### config.mk
export PLATFORM = sky130hd
export DESIGN_NAME = ysyx_2022040010_if
export DESIGN_NICKNAME = d
export VERILOG_FILES = /design/src/rtl/ysyx_2022040010_if.sv
export SDC_FILE = /design/constraint.sdc
export NUM_CORES = 1
export LEC_CHECK = 0
export BUFFER_PORTS_ARGS = -buffer_cell sky130_fd_sc_hd__buf_4
export CAP_MARGIN = 25
export CORE_UTILIZATION = 50
export CTS_CLUSTER_SIZE = 24
export DETAILED_ROUTE_END_ITERATION = 10
export HOLD_SLACK_MARGIN = 0.08
export MAX_ROUTING_LAYER = met4
export PLACE_DENSITY = 0.73
export SKIP_CTS_REPAIR_TIMING = 1
export SYNTH_ARGS = -nofsm -noshare
export SYNTH_HDL_FRONTEND = slang
export SYNTH_SLANG_ARGS = --single-unit
### constraint.sdc
create_clock -name clk -period 7.4 [get_ports clk]
set_input_delay 0.74 -clock clk [delete_from_list [all_inputs] [get_ports clk]]
set_output_delay 0.74 -clock clk [all_outputs]
set_load 0.01 [all_outputs]
### src/rtl/ysyx_2022040010_if.sv
// Instruction fetch stage: owns the fetch PC, one outstanding imem request, FIFO toward decode.
// Define YSYX_IF_PERF_CNT_EN to add fetch/stall/flush performance counters.
module ysyx_2022040010_if #(
    parameter logic [63:0] RESET_PC   = 64'h0000_0000_8000_0000,
    parameter int          FIFO_DEPTH = 2
) (
    input  logic        clk,
    input  logic        rst,
    output logic        imem_req_valid,
    input  logic        imem_req_ready,
    output logic [63:0] imem_req_addr,
    input  logic        imem_resp_valid,
    input  logic [31:0] imem_resp_data,
    output logic        id_valid,
    input  logic        id_ready,
    output logic [63:0] id_pc,
    output logic [31:0] id_inst,
    input  logic        redirect_valid,
    input  logic [63:0] redirect_pc
`ifdef YSYX_IF_PERF_CNT_EN
    ,
    output logic [63:0] perf_fetch_cnt,
    output logic [63:0] perf_stall_cnt,
    output logic [63:0] perf_flush_cnt
`endif
);

    localparam int AW = (FIFO_DEPTH > 1) ? $clog2(FIFO_DEPTH) : 1;
    localparam logic [AW:0] FULL = (AW+1)'(FIFO_DEPTH);

    typedef enum logic [1:0] {
        S_RUN,
        S_WAIT,
        S_DISCARD
    } state_t;

    state_t        state;
    logic [63:0]   pc;
    logic [63:0]   req_pc;
    logic [63:0]   buf_pc   [FIFO_DEPTH];
    logic [31:0]   buf_inst [FIFO_DEPTH];
    logic [AW-1:0] rd_ptr;
    logic [AW-1:0] wr_ptr;
    logic [AW:0]   count;

    logic req_hs;
    logic push;
    logic pop;

    // Requests only go out when a FIFO slot is free for the response.
    assign imem_req_valid = rst & (state == S_RUN) & (count < FULL);
    assign imem_req_addr  = rst ? pc : '0;
    assign req_hs         = imem_req_valid & imem_req_ready;

    assign push = (state == S_WAIT) & imem_resp_valid & ~redirect_valid;
    assign pop  = id_valid & id_ready & ~redirect_valid;

    assign id_valid = (count != '0);
    assign id_pc    = id_valid ? buf_pc[rd_ptr]   : '0;
    assign id_inst  = id_valid ? buf_inst[rd_ptr] : '0;

    always_ff @(posedge clk or negedge rst) begin
        if (!rst) begin
            state  <= S_RUN;
            pc     <= RESET_PC;
            req_pc <= '0;
            rd_ptr <= '0;
            wr_ptr <= '0;
            count  <= '0;
        end else if (redirect_valid) begin
            pc     <= redirect_pc & ~64'd3;
            rd_ptr <= '0;
            wr_ptr <= '0;
            count  <= '0;
            unique case (state)
                S_RUN:   state <= req_hs ? S_DISCARD : S_RUN;
                S_WAIT,
                S_DISCARD: state <= imem_resp_valid ? S_RUN : S_DISCARD;
                default: state <= S_RUN;
            endcase
        end else begin
            unique case (state)
                S_RUN: begin
                    if (req_hs) begin
                        pc     <= pc + 64'd4;
                        req_pc <= pc;
                        state  <= S_WAIT;
                    end
                end
                S_WAIT:    if (imem_resp_valid) state <= S_RUN;
                S_DISCARD: if (imem_resp_valid) state <= S_RUN;
                default:   state <= S_RUN;
            endcase
            if (push) wr_ptr <= wr_ptr + AW'(1);
            if (pop)  rd_ptr <= rd_ptr + AW'(1);
            count <= count + (AW+1)'(push) - (AW+1)'(pop);
        end
    end

    always_ff @(posedge clk) begin
        if (push) begin
            buf_pc[wr_ptr]   <= req_pc;
            buf_inst[wr_ptr] <= imem_resp_data;
        end
    end

    always_ff @(posedge clk) begin
        if (rst && push) begin
            assert (count < FULL)
            else $error("ysyx_2022040010_if: push into full FIFO");
        end
    end

`ifdef YSYX_IF_PERF_CNT_EN
    always_ff @(posedge clk or negedge rst) begin
        if (!rst) begin
            perf_fetch_cnt <= '0;
            perf_stall_cnt <= '0;
            perf_flush_cnt <= '0;
        end else begin
            if (push) perf_fetch_cnt <= perf_fetch_cnt + 64'd1;
            if (!id_valid && (state != S_RUN ||
                (imem_req_valid && !imem_req_ready)))
                perf_stall_cnt <= perf_stall_cnt + 64'd1;
            if (redirect_valid) perf_flush_cnt <= perf_flush_cnt + 64'd1;
        end
    end
`endif

endmodule

==> metrics.md <==
| Metric | Value |
|---|---|
| Synth unique cells | `45` |
| Final setup viols | `0` |
| Max VDD drop | `0.0001690 V` |
| Crit-path max FO | `89` |
| Worst Hold Class | `input port to async pin` |
| Global route overflow | `0` |
| Initial DRT Pass Iterations | `5` |
| Reg-to-Reg End | `pc[60]$_DFFE_PN0P_` |
| H-tree depth | `2` |
| Worst-margin pin slew | `0.9948 ns` |
| DRC viols | `0` |
| CTS Buf Count | `34` |
| Netlist Area Pre-Place | `13,900 µm²` |
| Avg Cell Area, Syn | `12.61 µm²` |
| Main area contributors after synthesis | `edfxtp_1 (41%), dfrtp_1 (23%), mux2i_1 (7.1%)` |
| Setup Crit Path Kind | `input port to register` |
| Worst Reg2Reg Path Length in Cells | `7` |
| CP peak stage delay | `1.05 ns` |
| Crit path buffers/inverters | `1` |
| Largest net degree at the start of global routing | `111` |
| Post-DP HPWL | `22,320 µm` |
| ANT nets after route | `0` |
| Warnings, synthesis | `0` |
| Core footprint | `27,100 µm²` |
| Worst Slack Setup Final | `3.526 ns` |
| Most used DFF post-synth | `edfxtp_1` |
| Area leader, netlist | `edfxtp_1` |
| Setup crit end | `pc[60]$_DFFE_PN0P_` |
| Die height | `168.7 µm` |
| Antenna violations before repair | `0` |
| Worst endpoint required time | `7.84 ns` |
| # rows | `60` |
| Outcome | `finished, final reports clean` |
| Worst path arrival time | `4.31 ns` |
| Worst path most repeated cell | `or4_1` |
| Worst-skew pair later-pin latency | `0.51 ns` |
| DP Worst Slack | `2.993 ns` |
| CP Launch Type | `input port` |
| R2R Path Start | `state[1]$_DFFE_PN0P_` |
| I/O pins | `264` |
| Syn Inst Count | `1,102` |
| Slowest CP cell | `or4_1` |
| Max-slew headroom | `33.68%` |
| FF-to-FF setup slack | `3.70 ns` |
| Die width | `168.7 µm` |
| Clock sink count | `318` |
| Max-capacitance violation count | `0` |
| Area delta synth->final | `24.88%` |
| Count leader, synth | `edfxtp_1` |
| Yosys reg bits | `318` |
| Leakage power | `6.664 nW` |
| Critical-path cell list | `buf_6 > nand4b_2 > or4_1 > or4_1 > or3_1 > a31oi_1` |
| Final nets | `1,454` |
| Vias per cell | `5.422` |
| ANT cells | `0` |
| WP depth | `6` |
| Layout cell share with drive strength beyond 1 | `28.94%` |
| Fin crit share | `52.35%` |
| EDFF count, synth | `188` |
| Via count | `9,456` |
| Final setup TNS | `0 ns` |
| Vias in the first global route | `9,290` |
| Final Max Slew Viols | `0` |
| Worst setup startpoint | `rst` |
| Sequential-to-total area share from yosys stat | `64.04%` |
| CTS tree | `done` |
| Top cells by count, synth | `edfxtp_1 (188), dfrtp_1 (129), nor2_1 (126), mux2i_1 (99), nand2_1 (78)` |
| Top achievable clock speed | `258.1 MHz` |
| GR Util All Layers | `24.16%` |
| Max Clock Skew | `0.01959 ns` |
| CTS max path bufs | `3` |
| Power per Cell Area | `266.6 nW/µm²` |
| Total detailed-routing wirelength | `33,360 µm` |
| Root buffer cell | `clkbuf_16` |
| 1st-iter DRT viols | `644` |
| CP endpoint kind | `register` |
| Initial Util | `51.28%` |
| Routed WL per cell | `19.13 µm` |
| Unrepaired setup endpoints after global routing | `false` |
| Async SR Flop Fraction | `40.88%` |
| Port Buffers | `257` |
| Global placer's final weighted congestion | `0.8633` |
| Top cell type's share of synthesized area | `40.62%` |
| Die area | `28,460 µm²` |
| Kind of cell adding the most delay to the critical path | `simple AND/OR/NAND/NOR gates` |
| Final Hold Viols | `0` |
| CTS clk-pin slew, worst paths | `0.06 ns` |
| Min Tclk post-route | `3.874 ns` |
| First-pass GRT wire length | `51,280 µm` |
## how the worst min path moves through the flow
stage | cells after the start | slack [ns] | to | startpoint
2_1_floorplan | 0 | 0.44 | count[0]$_DFF_PN0_ | rst
3_5_place_dp | 0 | 0.45 | buf_pc[0][57]$_DFFE_PP_ | req_pc[57]$_DFFE_PN0P_
5_1_grt | 1 | 0.29 | req_pc[21]$_DFFE_PN0P_ | rst
4_1_cts | 1 | 0.27 | req_pc[21]$_DFFE_PN0P_ | rst
3_3_place_gp | 0 | 0.44 | buf_pc[1][48]$_DFFE_PP_ | req_pc[48]$_DFFE_PN0P_
6_report | 1 | 0.24 | req_pc[21]$_DFFE_PN0P_ | rst
## final cells by class
class / instances / area, µm²
Fill cell: 2086 / 9747
Sequential cell: 318 / 8904
Multi-Input combinational cell: 703 / 4710
Timing Repair Buffer: 271 / 2071
Clock buffer: 43 / 924.6
Tap cell: 372 / 465.4
Clock inverter: 19 / 212.7
Inverter: 18 / 67.56
## worst register-to-register path, delay by kind of cell, from the launching register on
family          cells  cell delay [ns]
flops               1             0.39
compound gates      1             0.16
fa+ha+maj           1             0.24
simple gates        4             2.70
buf+inv             1             0.13
## kinds of logic (layout without fill, tap and decap cells)
kind of cell | after synthesis | in the layout | share of synthesized area (%)
compound gates | 80 | 80 | 3.304
buf+inv | 84 | 351 | 2.413
flops | 318 | 318 | 64.04
other cells | 1 | 4 | 0.02698
xor+xnor | 47 | 47 | 2.962
fa+ha+maj | 6 | 6 | 0.5402
mux | 162 | 162 | 12.24
simple gates | 404 | 404 | 14.48
## sequential cells by signal (all words and copies together), names as in the netlist
| register | flops |
|---|---|
| buf_inst | 64 |
| buf_pc | 124 |
| count | 2 |
| pc | 62 |
| rd_ptr | 1 |
| req_pc | 62 |
| state | 2 |
| wr_ptr | 1 |
## cells in the final DEF (no fill, tap or decap), types with 2 or more instances in the layout
cell,Yosys,routed
nand3_1,31,31
o31ai_1,5,5
ha_1,6,6
a31oi_1,10,10
or3_1,9,9
nor2_1,126,122
bufinv_16,0,4
conb_1,1,4
nor2b_1,3,3
and2_1,64,64
clkbuf_16,0,34
a221o_1,2,2
clkbuf_8,0,4
nor4_1,23,22
a211o_1,2,2
nand2_1,78,78
edfxtp_1,188,188
clkbuf_1,43,5
clkinv_1,0,5
a21oi_1,5,5
inv_1,17,17
nand2b_1,2,2
nand4_1,19,19
nor3_1,18,18
and4_1,4,4
buf_4,4,268
or4_1,16,16
xnor2_1,35,35
o21ai_0,51,51
clkinvlp_4,0,2
xor2_1,12,12
and3_1,5,5
mux2i_1,99,99
clkinv_2,0,5
mux2_2,63,63
dfrtp_1,129,128
inv_6,0,2
nor2_4,0,4
## where the power goes
part	internal [mW]	leakage, nW	switching, mW
combinational	0.299	2.85	0.259
sequential	2.17	3.26	0.182
clock	1.03	0.554	0.682
total	3.50	6.66	1.12
## per-layer routing
metal	up-vias	track usage [%]	wire length, µm
met4	0	8.577	937
li1	4442	-	-
met3	68	4.793	2430
met5	-	-	0
met2	348	37.80	15870
met1	4598	31.51	14120
## per-stage QoR
stage / instances / instance area, µm² / total power, mW / hold slack (ns) / utilization [%]
after global placement: 1680 / 16170 / 2.908 / 0.4421 / 59.66
after global routing: 1744 / 17350 / 4.814 / 0.2889 / 64.04
after detailed placement: 1682 / 16220 / 2.951 / 0.4522 / 59.84
after floorplan: 1105 / 13910 / 2.675 / 0.4382 / -
final: 1744 / 17350 / 4.626 / 0.2407 / 64.04
after CTS: 1744 / 17350 / 4.658 / 0.2718 / 64.04
Note: power is estimated with default switching activity, not from simulation.
